## src/rtl/id_ex_operand_stage_pkg.sv

```systemverilog
// Shared definitions for the ID/EX operand stage: widths, ALU-op encodings,
// bypass-select codes and the bypass priority helper.
package id_ex_operand_stage_pkg;

  localparam int WIDTH = 16;
  localparam int REGW  = 3;
  localparam int OPW   = 3;

  typedef enum logic [OPW-1:0] {
    ALU_ADD = 3'd0,
    ALU_SUB = 3'd1,
    ALU_AND = 3'd2,
    ALU_OR  = 3'd3,
    ALU_SLT = 3'd4
  } aluOp_e;

  typedef enum logic [1:0] {
    FWD_REG   = 2'd0,
    FWD_EXMEM = 2'd1,
    FWD_MEMWB = 2'd2
  } fwdSel_e;

  localparam logic [REGW-1:0] REG_ZERO = 3'd0;

  // $0 is never bypassed; the younger producer (EX/MEM) beats MEM/WB.
  function automatic fwdSel_e fwdSelect(
    input logic [REGW-1:0] src,
    input logic            exmemWe,
    input logic [REGW-1:0] exmemRd,
    input logic            memwbWe,
    input logic [REGW-1:0] memwbRd
  );
    fwdSel_e sel;
    if (src == REG_ZERO) begin
      sel = FWD_REG;
    end else if (exmemWe && (exmemRd == src)) begin
      sel = FWD_EXMEM;
    end else if (memwbWe && (memwbRd == src)) begin
      sel = FWD_MEMWB;
    end else begin
      sel = FWD_REG;
    end
    return sel;
  endfunction

endpackage

```

## src/rtl/id_ex_operand_stage_forward_mux.sv

```systemverilog
// Bypass multiplexer for one source operand: picks the newest in-flight value
// of the source register, falling back to the registered register-file read.
module id_ex_operand_stage_forward_mux
  import id_ex_operand_stage_pkg::*;
(
  input  logic [REGW-1:0]  src,
  input  logic [WIDTH-1:0] regVal,
  input  logic             exmemWe,
  input  logic [REGW-1:0]  exmemRd,
  input  logic [WIDTH-1:0] exmemResult,
  input  logic             memwbWe,
  input  logic [REGW-1:0]  memwbRd,
  input  logic [WIDTH-1:0] memwbResult,
  output logic [WIDTH-1:0] fwdVal
);

  fwdSel_e sel_s;

  // Choose the bypass source by priority.
  always_comb begin
    sel_s = fwdSelect(src, exmemWe, exmemRd, memwbWe, memwbRd);
  end

  // Steer the selected value onto the operand.
  always_comb begin
    fwdVal = regVal;
    case (sel_s)
      FWD_EXMEM: fwdVal = exmemResult;
      FWD_MEMWB: fwdVal = memwbResult;
      FWD_REG:   fwdVal = regVal;
      default:   fwdVal = regVal;
    endcase
  end

endmodule

```

## src/rtl/id_ex_operand_stage.sv

```systemverilog
// ID/EX pipeline register with operand forwarding, load-use stall/bubble
// insertion and a saturating stall-cycle counter.
module id_ex_operand_stage
  import id_ex_operand_stage_pkg::*;
(
  input  logic             clk,
  input  logic             rst,
  input  logic             id_valid,
  input  logic [REGW-1:0]  id_rs,
  input  logic [REGW-1:0]  id_rt,
  input  logic [REGW-1:0]  id_rd,
  input  logic [WIDTH-1:0] id_rs_val,
  input  logic [WIDTH-1:0] id_rt_val,
  input  logic [WIDTH-1:0] id_imm,
  input  logic             id_use_imm,
  input  logic [OPW-1:0]   id_alu_op,
  input  logic             id_mem_read,
  input  logic             id_mem_write,
  input  logic             id_reg_write,
  input  logic             flush,
  input  logic             exmem_reg_write,
  input  logic [REGW-1:0]  exmem_rd,
  input  logic [WIDTH-1:0] exmem_result,
  input  logic             memwb_reg_write,
  input  logic [REGW-1:0]  memwb_rd,
  input  logic [WIDTH-1:0] memwb_result,
  output logic             stall,
  output logic             ex_valid,
  output logic [WIDTH-1:0] X,
  output logic [WIDTH-1:0] Y,
  output logic [WIDTH-1:0] ex_store_data,
  output logic [OPW-1:0]   ex_alu_op,
  output logic [REGW-1:0]  ex_rd,
  output logic             ex_mem_read,
  output logic             ex_mem_write,
  output logic             ex_reg_write,
  output logic [15:0]      stall_count
);

  logic             exValid_r;
  logic             exMemRead_r;
  logic             exMemWrite_r;
  logic             exRegWrite_r;
  logic             exUseImm_r;
  logic [REGW-1:0]  exRs_r;
  logic [REGW-1:0]  exRt_r;
  logic [REGW-1:0]  exRd_r;
  logic [WIDTH-1:0] exRsVal_r;
  logic [WIDTH-1:0] exRtVal_r;
  logic [WIDTH-1:0] exImm_r;
  logic [OPW-1:0]   exAluOp_r;
  logic [15:0]      stallCount_r;

  logic             stall_s;
  logic             nextValid_s;
  logic             rsHit_s;
  logic             rtHit_s;
  logic [WIDTH-1:0] fwdRs_s;
  logic [WIDTH-1:0] fwdRt_s;
  logic [WIDTH-1:0] opY_s;

  // Load-use hazard detection; a taken branch kills the consumer instead.
  always_comb begin
    rsHit_s = (exRd_r == id_rs);
    rtHit_s = (exRd_r == id_rt) & (~id_use_imm | id_mem_write);
    if (flush) begin
      stall_s = 1'b0;
    end else begin
      stall_s = id_valid & exValid_r & exMemRead_r & (exRd_r != REG_ZERO) & (rsHit_s | rtHit_s);
    end
    nextValid_s = id_valid & ~stall_s & ~flush;
  end

  // Pipeline register; control bits are pre-gated so a bubble reads as zero.
  always_ff @(posedge clk) begin
    if (rst) begin
      exValid_r    <= 1'b0;
      exMemRead_r  <= 1'b0;
      exMemWrite_r <= 1'b0;
      exRegWrite_r <= 1'b0;
      exUseImm_r   <= 1'b0;
      exRs_r       <= 3'd0;
      exRt_r       <= 3'd0;
      exRd_r       <= 3'd0;
      exRsVal_r    <= 16'h0000;
      exRtVal_r    <= 16'h0000;
      exImm_r      <= 16'h0000;
      exAluOp_r    <= 3'd0;
    end else begin
      exValid_r    <= nextValid_s;
      exMemRead_r  <= id_mem_read & nextValid_s;
      exMemWrite_r <= id_mem_write & nextValid_s;
      exRegWrite_r <= id_reg_write & nextValid_s;
      exUseImm_r   <= id_use_imm;
      exRs_r       <= id_rs;
      exRt_r       <= id_rt;
      exRd_r       <= id_rd;
      exRsVal_r    <= id_rs_val;
      exRtVal_r    <= id_rt_val;
      exImm_r      <= id_imm;
      exAluOp_r    <= id_alu_op;
    end
  end

  // Saturating stall-cycle counter.
  always_ff @(posedge clk) begin
    if (rst) begin
      stallCount_r <= 16'h0000;
    end else if (stall_s && (stallCount_r != 16'hFFFF)) begin
      stallCount_r <= stallCount_r + 16'h0001;
    end else begin
      stallCount_r <= stallCount_r;
    end
  end

  id_ex_operand_stage_forward_mux uFwdRs (
    .src         (exRs_r),
    .regVal      (exRsVal_r),
    .exmemWe     (exmem_reg_write),
    .exmemRd     (exmem_rd),
    .exmemResult (exmem_result),
    .memwbWe     (memwb_reg_write),
    .memwbRd     (memwb_rd),
    .memwbResult (memwb_result),
    .fwdVal      (fwdRs_s)
  );

  id_ex_operand_stage_forward_mux uFwdRt (
    .src         (exRt_r),
    .regVal      (exRtVal_r),
    .exmemWe     (exmem_reg_write),
    .exmemRd     (exmem_rd),
    .exmemResult (exmem_result),
    .memwbWe     (memwb_reg_write),
    .memwbRd     (memwb_rd),
    .memwbResult (memwb_result),
    .fwdVal      (fwdRt_s)
  );

  // Second ALU operand: immediate or forwarded rt.
  always_comb begin
    if (exUseImm_r) begin
      opY_s = exImm_r;
    end else begin
      opY_s = fwdRt_s;
    end
  end

  assign stall         = stall_s;
  assign ex_valid      = exValid_r;
  assign X             = fwdRs_s;
  assign Y             = opY_s;
  assign ex_store_data = fwdRt_s;
  assign ex_alu_op     = exAluOp_r;
  assign ex_rd         = exRd_r;
  assign ex_mem_read   = exMemRead_r;
  assign ex_mem_write  = exMemWrite_r;
  assign ex_reg_write  = exRegWrite_r;
  assign stall_count   = stallCount_r;

endmodule

```

## config.mk

```make
export PLATFORM = sky130hd
export DESIGN_NAME = id_ex_operand_stage
export DESIGN_NICKNAME = d
export VERILOG_FILES = /design/src/rtl/id_ex_operand_stage_pkg.sv /design/src/rtl/id_ex_operand_stage_forward_mux.sv /design/src/rtl/id_ex_operand_stage.sv
export SDC_FILE = /design/constraint.sdc
export NUM_CORES = 1
export LEC_CHECK = 0
export CELL_PAD_IN_SITES_DETAIL_PLACEMENT = 0
export CELL_PAD_IN_SITES_GLOBAL_PLACEMENT = 2
export CORE_MARGIN = 2
export CORE_UTILIZATION = 24
export DETAILED_ROUTE_END_ITERATION = 8
export MAX_ROUTING_LAYER = met4
export PLACE_DENSITY_LB_ADDON = 0.1
export SLEW_MARGIN = 15
export SYNTH_ARGS = -nofsm -noshare
export SYNTH_HDL_FRONTEND = slang
export SYNTH_SLANG_ARGS = --single-unit
```

## constraint.sdc

```tcl
create_clock -name clk -period 6.4 [get_ports clk]
set_input_delay 1.28 -clock clk [delete_from_list [all_inputs] [get_ports clk]]
set_output_delay 1.28 -clock clk [all_outputs]
set_load 0.01 [all_outputs]
```

==> impl_results.md <==
* Status: completed
* Number of synthesized flops with an enable pin at 0
* Post-Syn Area at around 3800 µm²
* Non-filler instance count after layout at roughly 800
* P per Cell Area at between 200 and 250 nW/µm²
* Hpwl dp at just over 9000 µm
* Initial antenna violation count at 0
* Unrepaired setup endpoints after global routing: no
* Vias at 3,442
* Post-route ant nets at 0
* Tmin final at 5780 ps
* FP Rows at 45
* Setup WS post-layout at 620.3 ps
* P_leak at about 2.1 nW
* Count of cell types in the netlist at 38
* Number of CTS-inserted buffers at 9
* CTS sink cnt at just over 80
* Clk root buf: clkbuf_16
* Core region area at 15,260 µm²
* Synth Area per Inst at 9.122 µm²
* Iter 0 DRT Violations at 145
* Critical path required time at 5120 ps
* Synth area leader: dfxtp_1
* CTS resizes at 0
* Area growth syn-to-layout at 60.31%
* Syn nets at 526
* Vias per cell at approximately 4.3
* Cts hold-fix bufs at 0
* Slowest stage delay, CP at 530 ps
* Seq/Total Area, Yosys at 0.4304
* Levels on crit path at 12
* Remaining DRCs at 0
* Worst Skew at 6.063 ps
* Reg2reg path depth at 6
* Met1 Use GR at 0.2034
* Final Wtd Congestion at just under 0.8
* Num ports at about 180
* Setup Fix Bufs, Post-CTS at 0
* WL per Instance at 15.71 µm
* WP data arrival at 4500 ps
* Synthesized instance count at 413
* Die width at approximately 130 µm
* Skew-Pair Late Insertion Delay at between 300 and 400 ps
* Clock-pin transition on the worst setup and hold timing paths at 60 ps
* Final slew viol count at 0
* Met3 Use GR at 0.03592
* CP max stage cell: clkdlybuf4s50_1
* Share of cells above drive strength 1 at 0.09898
* Largest delay share family, worst path: buffers and inverters
* Layout fillers at roughly 1,600
* Gr ovfl total at 0
* GRT Util Overall at 0.1536
* Ys flop type: dfxtp_1
* Critical path, cell by cell: clkdlybuf4s50_1 > nor3b_1 > a21oi_1 > o31ai_1 > o2111ai_1 > inv_1 > ha_1 > buf_4 > a22oi_1 > o21ai_0 > mux2_2 > clkdlybuf4s50_1
* Yosys synthesis warning count at 0
* Final setup violation count at 0
* Asr flop ratio synth at 0
* Max_cap viols at 0
* Slew HR at 0.4112
* Final #Nets at 694
* Achievable Freq at 173.0 MHz
* I/O Buffers at between 150 and 200
* Initial Util at 0.2469
* #FFs+latches synth at 81
* DP Worst Slack at between 600 and 700 ps
* DRT Wirelength at 12,520 µm
* Htree depth at 3
* Leading cell type in the layout, fill and taps excluded: clkdlybuf4s50_1
* Final hold vios at 0
* Drt pass-1 iters at 4
* Top-area cell type share of the netlist area at 0.4304
* Top cells by area, synth: dfxtp_1, nor2b_1, a22oi_1, xnor2_1, mux2_2
* Antenna cells at 0
* First-pass GRT wire length at 18,690 µm
* Chip Height at around 130 µm
* Max clock buf depth at 2
* Hold Crit Class: flop to flop
* Gr busiest metal: met2
* Post-Place Cells at approximately 800
* Final period util at 0.9031
* Hold Path Cell Cnt at 2
* CP dominant cell by count: clkdlybuf4s50_1
* Grt met2 use at 0.2241
* CP endpoint kind: output port
* Setup tns final at 0 ps
* Setup CP Type: input pin to output port
* Maximum vdd drop at 0.1217 mV
* Most frequent cells in the layout: clkdlybuf4s50_1, dfxtp_1, nor2b_1, nand2_1, o21ai_0
* Die footprint at around 17,000 µm²
* Clock tree from TritonCTS: done
* Crit-path max FO at 11
* Vias in the first global route at around 3,400
* Startpoint Class: input pin
* WP buf/inv at 4
* Slew @ Worst Pin at slightly below 900 ps
* Largest net degree at the start of global routing at 79
synth_stat cells, drive strengths merged, types with 3 or more instances:
library cell / number
dfxtp: 81
nor2b: 61
nand2: 42
o21ai: 36
a22oi: 32
clkbuf: 25
nor2: 23
xnor2: 21
mux2: 16
nor3: 13
nand3: 8
inv: 7
xor2: 7
a21oi: 6
ha: 5
nand4: 5
and2: 4
buf: 4
nor3b: 3
nor4: 3
nor4b: 3
kinds of logic (layout without fill, tap and decap cells):
kind of cell | count (synthesis) | after routing | synth area share
compound gates | 78 | 78 | 0.1365
xor+xnor | 28 | 28 | 0.06510
fa+ha+maj | 5 | 5 | 0.01661
buf+inv | 36 | 209 | 0.04085
flops | 81 | 81 | 0.4304
mux | 16 | 16 | 0.04782
simple gates | 169 | 169 | 0.2627
power by group:
| group | leakage (nW) | internal [mW] | switching [mW] |
|---|---|---|---|
| Sequential | 0.670 | 0.525 | 0.0104 |
| Combinational | 1.30 | 0.131 | 0.0802 |
| Clock | 0.136 | 0.278 | 0.229 |
cell type report:
| class | count | area [µm²] | share of cell area |
|---|---|---|---|
| timing repair buffer | 186 | 1847 | 0.3058 |
| tap | 211 | 264.0 | 0.04371 |
| sequential | 81 | 1622 | 0.2685 |
| inverter | 7 | 26.28 | 0.004351 |
| clock buffer | 10 | 239.0 | 0.03957 |
| clock inverter | 6 | 50.05 | 0.008287 |
| multi-input combinational | 296 | 1992 | 0.3298 |
sequential cells by signal, summed over array words and instances (netlist names), 3 cells and up:
register / count
exRt_r: 3
ex_alu_op: 3
exImm_r: 16
stall_count: 16
exRtVal_r: 16
exRsVal_r: 16
exRs_r: 3
ex_rd: 3
worst reg2reg max path, delay by kind of cell, from the launching register on:
kind | cells | cell delay, ps
XOR/XNOR | 1 | 170
AND/OR/NAND/NOR | 5 | 1530
flip-flops | 1 | 470
per-layer routing:
metal | vias up | part of all wire
met3 | 16 | 0.067
met5 | - | 0
met1 | 1561 | 0.47
met4 | 0 | 0.019
li1 | 1745 | -
met2 | 120 | 0.44
per-stage QoR:
stage                     total power [mW]  utilization  cell area, µm²  hold WS [ps]
after floorplan                     0.6231            -            3767         521.9
after global placement              0.7610       0.3769            5751         500.9
after detailed placement            0.7597       0.3769            5751         523.0
after CTS                            1.278       0.3958            6040         539.4
after global routing                 1.312       0.3958            6040         563.4
final                                1.254       0.3958            6040         542.4
worst paths after layout:
| check | start | to | slack (ps) |
|---|---|---|---|
| hold / removal | stall_count[1]$_SDFFE_PP0P_ | stall_count[1]$_SDFFE_PP0P_ | 540 |
| setup reg to reg | stall_count[2]$_SDFFE_PP0P_ | stall_count[6]$_SDFFE_PP0P_ | 4100 |
| setup / recovery | memwb_rd[2] | Y[11] | 620 |
| hold reg to reg | stall_count[1]$_SDFFE_PP0P_ | stall_count[1]$_SDFFE_PP0P_ | 540 |
Power figures use the tool's default switching activity.
